$ cat src/rtl/event_capture_fifo_pkg.sv
// Shared types and defaults for the event capture front end.
//   vec2_t           : packed {x,y} event coordinate
//   coord_in_bounds  : 1 when x<w and y<h
package event_capture_fifo_pkg;
  localparam int VEC_COORD_BITS           = 8;
  localparam int DEFAULT_EVENT_FIFO_DEPTH = 16;
  localparam int DEFAULT_STAT_BITS        = 16;

  typedef struct packed {
    logic [VEC_COORD_BITS-1:0] x;
    logic [VEC_COORD_BITS-1:0] y;
  } vec2_t;

  typedef enum logic [1:0] {
    ST_IDLE    = 2'd0,
    ST_OFFER   = 2'd1,
    ST_RELEASE = 2'd2
  } out_state_e;

  function automatic logic coord_in_bounds(vec2_t c, int unsigned w, int unsigned h);
    return (32'(c.x) < w) && (32'(c.y) < h);
  endfunction
endpackage

$ cat src/rtl/event_capture_fifo_if.sv
// Event handshakes around the capture FIFO.
//   in_*    : source -> FIFO (valid/coord, ready back)
//   event_* : FIFO -> convolution (valid/coord, ready/ack back)
// master = environment (source + consumer), slave = the FIFO block.
interface event_capture_fifo_if #(parameter int CW = 16) ();
  logic          in_valid;
  logic [CW-1:0] in_coord;
  logic          in_ready;
  logic          event_valid;
  logic [CW-1:0] event_coord;
  logic          event_ready;
  logic          event_ack;

  modport master (output in_valid, in_coord, event_ready, event_ack,
                  input  in_ready, event_valid, event_coord);
  modport slave  (input  in_valid, in_coord, event_ready, event_ack,
                  output in_ready, event_valid, event_coord);
endinterface

$ cat src/rtl/event_capture_fifo_sync_fifo.sv
// Synchronous FIFO: storage, wrapping pointers and occupancy count.
//   push_i/pop_i are ignored when full/empty respectively.
//   rdata_o is the current head (mem[rd_ptr]), valid when !empty_o.
module event_capture_fifo_sync_fifo #(
  parameter int DEPTH = 16,
  parameter int W     = 16
) (
  input  logic                   clk,
  input  logic                   reset,
  input  logic                   clear,
  input  logic                   push_i,
  input  logic                   pop_i,
  input  logic [W-1:0]           wdata_i,
  output logic [W-1:0]           rdata_o,
  output logic [$clog2(DEPTH):0] count_o,
  output logic                   full_o,
  output logic                   empty_o
);
  localparam int AW   = $clog2(DEPTH);
  localparam int CNTW = AW + 1;

  logic [W-1:0]    mem_q [DEPTH];
  logic [AW-1:0]   wr_ptr_q, rd_ptr_q;
  logic [CNTW-1:0] count_q, count_d;
  logic            do_push, do_pop;

  assign full_o  = (count_q == CNTW'(DEPTH));
  assign empty_o = (count_q == '0);
  assign count_o = count_q;
  assign rdata_o = mem_q[rd_ptr_q];
  assign do_push = push_i && !full_o;
  assign do_pop  = pop_i && !empty_o;

  always_comb begin
    count_d = count_q;
    if (do_push && !do_pop) count_d = count_q + CNTW'(1);
    if (!do_push && do_pop) count_d = count_q - CNTW'(1);
  end

  always_ff @(posedge clk) begin
    if (reset || clear) begin
      wr_ptr_q <= '0;
      rd_ptr_q <= '0;
      count_q  <= '0;
    end else begin
      if (do_push) wr_ptr_q <= wr_ptr_q + AW'(1);
      if (do_pop)  rd_ptr_q <= rd_ptr_q + AW'(1);
      count_q <= count_d;
    end
  end

  // Storage has no reset; count qualifies its contents.
  always_ff @(posedge clk) begin
    if (do_push && !reset && !clear) mem_q[wr_ptr_q] <= wdata_i;
  end

  always_ff @(posedge clk) begin
    if (!reset) begin
      assert (!(pop_i && empty_o)) else $error("sync_fifo: pop while empty");
      assert (count_q <= CNTW'(DEPTH)) else $error("sync_fifo: count overflow");
    end
  end
endmodule

$ cat src/rtl/event_capture_fifo.sv
// Event capture FIFO: filters out-of-image spike events, buffers valid
// ones and offers them one at a time to the convolution stage.
//   clk, reset, clear : clock, sync active-high reset, sync flush
//   bus               : in_* source handshake, event_* consumer handshake
//   fifo_count/full/empty : occupancy status
//   oob_count, drop_count : saturating discard statistics
module event_capture_fifo
  import event_capture_fifo_pkg::*;
#(
  parameter int COORD_BITS   = VEC_COORD_BITS,
  parameter int IMG_WIDTH    = 32,
  parameter int IMG_HEIGHT   = 32,
  parameter int FIFO_DEPTH   = DEFAULT_EVENT_FIFO_DEPTH,
  parameter bit DROP_ON_FULL = 1'b0,
  parameter int STAT_BITS    = DEFAULT_STAT_BITS
) (
  input  logic                        clk,
  input  logic                        reset,
  input  logic                        clear,
  event_capture_fifo_if.slave         bus,
  output logic [$clog2(FIFO_DEPTH):0] fifo_count,
  output logic                        fifo_full,
  output logic                        fifo_empty,
  output logic [STAT_BITS-1:0]        oob_count,
  output logic [STAT_BITS-1:0]        drop_count
);
  vec2_t          in_c, head_c, ev_coord_q;
  logic           in_bounds, accept, oob_evt, drop_evt, push, pop;
  logic           ev_valid_q, ack_q;
  out_state_e     state_q;
  logic [STAT_BITS-1:0] oob_q, drop_q;
  logic           unused_ready;

  // Consumer readiness is informational only; popping is driven by ack.
  assign unused_ready = bus.event_ready;

  assign in_c      = vec2_t'(bus.in_coord[2*COORD_BITS-1:0]);
  assign in_bounds = coord_in_bounds(in_c, IMG_WIDTH, IMG_HEIGHT);

  // Full comes from the registered count, so a same-cycle pop never frees a slot.
  assign bus.in_ready = DROP_ON_FULL ? !reset : (!fifo_full && !reset);
  assign accept   = bus.in_valid && bus.in_ready;
  assign oob_evt  = accept && !in_bounds;
  assign drop_evt = accept && in_bounds && fifo_full;
  assign push     = accept && in_bounds && !fifo_full && !clear;
  assign pop      = (state_q == ST_OFFER) && bus.event_ack && !ack_q;

  event_capture_fifo_sync_fifo #(.DEPTH(FIFO_DEPTH), .W($bits(vec2_t))) u_fifo (
    .clk     (clk),
    .reset   (reset),
    .clear   (clear),
    .push_i  (push),
    .pop_i   (pop),
    .wdata_i (in_c),
    .rdata_o (head_c),
    .count_o (fifo_count),
    .full_o  (fifo_full),
    .empty_o (fifo_empty)
  );

  always_ff @(posedge clk) begin
    if (reset || clear) begin
      oob_q  <= '0;
      drop_q <= '0;
    end else begin
      if (oob_evt && (oob_q != '1))   oob_q  <= oob_q + STAT_BITS'(1);
      if (drop_evt && (drop_q != '1)) drop_q <= drop_q + STAT_BITS'(1);
    end
  end

  assign oob_count  = oob_q;
  assign drop_count = drop_q;

  // Output FSM. ack_q gives the rising-edge detect so a long ack pops once.
  always_ff @(posedge clk) begin
    if (reset || clear) begin
      state_q    <= ST_IDLE;
      ev_valid_q <= 1'b0;
      ev_coord_q <= '0;
      ack_q      <= 1'b0;
    end else begin
      ack_q <= bus.event_ack;
      case (state_q)
        ST_IDLE: if (!fifo_empty) begin
          state_q    <= ST_OFFER;
          ev_valid_q <= 1'b1;
          ev_coord_q <= head_c;
        end
        ST_OFFER: if (pop) begin
          state_q    <= ST_RELEASE;
          ev_valid_q <= 1'b0;
        end
        ST_RELEASE: if (!bus.event_ack) begin
          if (!fifo_empty) begin
            state_q    <= ST_OFFER;
            ev_valid_q <= 1'b1;
            ev_coord_q <= head_c;
          end else begin
            state_q <= ST_IDLE;
          end
        end
        default: begin
          state_q    <= ST_IDLE;
          ev_valid_q <= 1'b0;
        end
      endcase
    end
  end

  assign bus.event_valid = ev_valid_q;
  assign bus.event_coord = ev_coord_q;

  a_coord_stable: assert property (@(posedge clk) disable iff (reset || clear)
    (state_q == ST_OFFER && !pop) |=> $stable(ev_coord_q) && ev_valid_q)
    else $error("event_coord changed while offered");
endmodule

$ cat src/flat_wrapper.sv
// flat-port wrapper written by rule: the top's interface ports become plain ports
module event_capture_fifo_flat import event_capture_fifo_pkg::*;
#(
  parameter int COORD_BITS   = VEC_COORD_BITS,
  parameter int IMG_WIDTH    = 32,
  parameter int IMG_HEIGHT   = 32,
  parameter int FIFO_DEPTH   = DEFAULT_EVENT_FIFO_DEPTH,
  parameter bit DROP_ON_FULL = 1'b0,
  parameter int STAT_BITS    = DEFAULT_STAT_BITS
)
  (clk, reset, clear, fifo_count, fifo_full, fifo_empty, oob_count, drop_count, bus_in_valid, bus_in_coord, bus_event_ready, bus_event_ack, bus_in_ready, bus_event_valid, bus_event_coord);
  event_capture_fifo_if #(.CW(16)) bus_i ();
  input  logic clk;
  input  logic reset;
  input  logic clear;
  output logic [$clog2(FIFO_DEPTH):0] fifo_count;
  output logic fifo_full;
  output logic fifo_empty;
  output logic [STAT_BITS-1:0] oob_count;
  output logic [STAT_BITS-1:0] drop_count;
  input wire logic [$bits(bus_i.in_valid)-1:0] bus_in_valid;
  input wire logic [$bits(bus_i.in_coord)-1:0] bus_in_coord;
  input wire logic [$bits(bus_i.event_ready)-1:0] bus_event_ready;
  input wire logic [$bits(bus_i.event_ack)-1:0] bus_event_ack;
  output wire logic [$bits(bus_i.in_ready)-1:0] bus_in_ready;
  output wire logic [$bits(bus_i.event_valid)-1:0] bus_event_valid;
  output wire logic [$bits(bus_i.event_coord)-1:0] bus_event_coord;
  assign bus_i.in_valid = bus_in_valid;
  assign bus_i.in_coord = bus_in_coord;
  assign bus_i.event_ready = bus_event_ready;
  assign bus_i.event_ack = bus_event_ack;
  assign bus_in_ready = bus_i.in_ready;
  assign bus_event_valid = bus_i.event_valid;
  assign bus_event_coord = bus_i.event_coord;
  event_capture_fifo #(.COORD_BITS(COORD_BITS), .IMG_WIDTH(IMG_WIDTH), .IMG_HEIGHT(IMG_HEIGHT), .FIFO_DEPTH(FIFO_DEPTH), .DROP_ON_FULL(DROP_ON_FULL), .STAT_BITS(STAT_BITS)) u_core (.clk(clk), .reset(reset), .clear(clear), .bus(bus_i), .fifo_count(fifo_count), .fifo_full(fifo_full), .fifo_empty(fifo_empty), .oob_count(oob_count), .drop_count(drop_count));
endmodule
$ cat config.mk
export PLATFORM = sky130hd
export DESIGN_NAME = event_capture_fifo_flat
export DESIGN_NICKNAME = d
export VERILOG_FILES = /design/src/rtl/event_capture_fifo_pkg.sv /design/src/rtl/event_capture_fifo_if.sv /design/src/rtl/event_capture_fifo_sync_fifo.sv /design/src/rtl/event_capture_fifo.sv /design/src/flat_wrapper.sv
export SDC_FILE = /design/constraint.sdc
export NUM_CORES = 1
export LEC_CHECK = 0
export BUFFER_PORTS_ARGS = -buffer_cell sky130_fd_sc_hd__buf_2
export CAP_MARGIN = 40
export CORE_MARGIN = 1.5
export CORE_UTILIZATION = 52
export CTS_BUF_LIST = sky130_fd_sc_hd__clkbuf_16
export CTS_CLUSTER_DIAMETER = 150
export DETAILED_ROUTE_END_ITERATION = 12
export MAX_ROUTING_LAYER = met4
export PLACE_DENSITY = 0.73
export SETUP_SLACK_MARGIN = 0.02
export SLEW_MARGIN = 25
export SYNTH_ARGS = -nofsm -noshare
export SYNTH_HDL_FRONTEND = slang
export SYNTH_HIERARCHICAL = 1
export SYNTH_SLANG_ARGS = --single-unit
$ cat constraint.sdc
create_clock -name clk -period 3.9 [get_ports clk]
set_input_delay 0.39 -clock clk [delete_from_list [all_inputs] [get_ports clk]]
set_output_delay 0.39 -clock clk [all_outputs]
set_load 0.005 [all_outputs]
==> summary.txt <==
Run status -> finished, final reports clean
Final setup margin -> 535.8 ps
Tightest Pin Transition -> 791.7 ps
Setup TNS -> 0 ps
Post-CTS Setup Bufs -> 0
Post-synth ARST share -> 0%
Clock tree buffer depth -> 3
Clock tree sinks -> 325
Power density over cell area -> 472.3 mW/mm^2
Final hold vios -> 0
Initial DRC Count -> 698
Detail Route Antenna Nets -> 0
Die area -> 0.02513 sq mm
Hold-fix buffers, CTS -> 0
Cell count after synthesis -> 742
Gp weighted congestion -> 0.7753
I/O pin count -> 79
Sequential area share after synthesis -> 72.11%
Area contributors post-synth -> edfxtp_1, mux4_2, dfxtp_1
Final instance area -> 0.01462 sq mm
Fmax -> 0.2972 GHz
Most common cell after layout, fill and taps aside -> edfxtp_1
CTS resizes -> 0
Initial antenna violation count -> 2
Worst vdd ir -> 348.2 uV
H-tree Lvls -> 2
Maxcap violations -> 0
Cell Area, Synth -> 0.01258 sq mm
Core area -> 0.02361 sq mm
Register bit count reported by yosys -> 325
Grt total ovfl -> 0
Layout Utilization -> 61.92%
Total wire length -> 27.73 mm
Placed cell area -> 0.01353 sq mm
Synth Warn # -> 6
Slew headroom -> 46.78%
Main flop type after synthesis -> edfxtp_1
Area Growth Syn to Fin -> 16.25%
Proportion of layout cells with a drive suffix above 1 -> 27.89%
Syn avg cell area -> 16.95 sq um
Rows -> 56
Synth area leader -> edfxtp_1
Final count of negative-setup-slack endpoints -> 0
Die span in x -> 158.5 microns
GRT Overall Usage -> 23.55%
Chip height -> 158.5 microns
RSZ-0062 raised after global routing -> false
Synth top area share -> 61.12%
Routed vias/inst -> 5.942
Crit. End Element -> register
Pwr Total -> 6905 uW
Multi-input combinational cell area -> 0.003319 sq mm
Final Cycle Share -> 86.26%
Routed via count -> 7148
Pin count of the biggest net entering global routing -> 65
Setup CP Type -> register to register
Dpl hpwl -> 16.44 mm
Max-slew violation count -> 0
Number of remaining DRC errors -> 0
Clk_skew -> 10.83 ps
Reg area -> 0.009074 sq mm
CP max FO -> 6
Startpoint class of the critical path -> register
Clock root cell -> clkbuf_16
EDFF count, synth -> 256
Data required, critical path -> 4330 ps
Dpl ws -> 482.0 ps
Synth unique cells -> 57
Hold Path Class -> input port to register
Most frequent cells in the layout -> edfxtp_1, buf_2, dfxtp_1
Initial Util -> 53.26%
Fill cells -> 1735
Vias in the first global route -> 6935
P_leak -> 0.005033 uW
Port buffer count -> 77
Syn Nets -> 775
Drt first pass iters -> 7
Routed len/inst -> 23.05 microns
CTS tree -> yes
Worst skew pair latency -> 510 ps
Tmin final -> 3364 ps
Num CTS Buffers -> 34
First-pass GRT wire length -> 41.61 mm
Clock-pin slew on the worst setup and hold paths -> 60 ps
Final net count -> 891
Crit path DAT -> 3800 ps
[worst max-delay path: stages, from the launching register on]
cell and delay (ps):
dfxtp_1 350, or4_1 550, nor2_1 280, or3b_4 220, nor4_1 80, o21a_4 150, inv_2 100, ha_1 260
inv_1 100, fa_1 400, nand2b_1 160, a21oi_1 180, mux2i_1 250, mux2i_1 200
[synthesized netlist by cell type, types with 2 or more instances]
library cell / instances
a21o_1: 2
a21oi_1: 31
a22oi_1: 32
a311oi_1: 2
a31oi_1: 2
a41o_1: 3
and2_1: 31
and3_1: 2
buf_1: 3
buf_2: 8
clkbuf_1: 22
dfxtp_1: 69
edfxtp_1: 256
ha_1: 10
inv_1: 15
mux2i_1: 6
mux4_2: 64
nand2_1: 65
nand3_1: 10
nand4_1: 6
nand4b_1: 3
nor2_1: 31
nor2b_1: 3
nor4_1: 4
o211ai_1: 5
o21ai_0: 4
o31ai_1: 5
or2_2: 3
or3_2: 3
or4_1: 11
xor2_1: 5
[stage by stage]
step / instances / hold slack [ps]
after floorplan: 742 / 451.0
after global placement: 1140 / 436.9
after detailed placement: 1140 / 442.3
after CTS: 1200 / 118.3
after global routing: 1203 / 151.0
final: 1203 / 127.3
[cell families after synthesis]
family / after synthesis / synth area share, %
AOI/OAI and AO/OA: 96 / 5.203
buffers and inverters: 50 / 1.582
and+or+nand+nor: 184 / 7.601
muxes: 70 / 11.94
adders and majority gates: 11 / 1.154
xor gates and xnor gates: 6 / 0.4178
DFF: 325 / 72.10
[worst paths after layout]
check | from | end | slack [ps] | cells after the start
setup / recovery | u_core/u_fifo/count_o[0] | u_core/u_fifo/count_o[4] | 540 | 13
hold / removal | bus_event_ack | u_core/ack_q | 130 | 2
setup reg to reg | u_core/u_fifo/count_o[0] | u_core/u_fifo/count_o[4] | 540 | 13
hold reg to reg | u_core/bus.event_coord[5] | u_core/bus.event_coord[5] | 450 | 2
[metal layers]
metal	track usage [%]	share of wire (%)
met1	32.58	42
met2	37.14	48
met3	3.566	7.9
met4	5.964	1.9
met5	-	0
[power breakdown]
part           internal [uW]  leakage (uW)  switching [uW]
Combinational           17.3       0.00162            62.3
Sequential              3730       0.00286           0.830
Clock                   1830      0.000555            1270
Total                   5570       0.00503            1330
[area by class of cell]
cell class,count,area share (%)
Inverter,16,0.4108
Tap cell,319,2.730
Clock inverter,25,1.335
Sequential cell,325,62.06
Antenna cell,2,0.03423
Timing Repair Buffer,114,4.733
Clock buffer,35,5.991
Multi-Input combinational cell,367,22.70
[flip-flops by register name (all words and copies together) (netlist names), named ones only]
| signal | flops |
|---|---|
| u_core/u_fifo/mem_q | 256 |
| u_core/bus.event_coord | 16 |
| u_core/drop_count | 16 |
| u_core/oob_count | 16 |
| u_core/u_fifo/count_o | 5 |
| u_core/u_fifo/rd_ptr_q | 4 |
| u_core/u_fifo/wr_ptr_q | 4 |
| u_core/state_q | 2 |
| u_core/ack_q | 1 |
| u_core/bus.event_valid | 1 |
(Power assumes the default switching activity.)
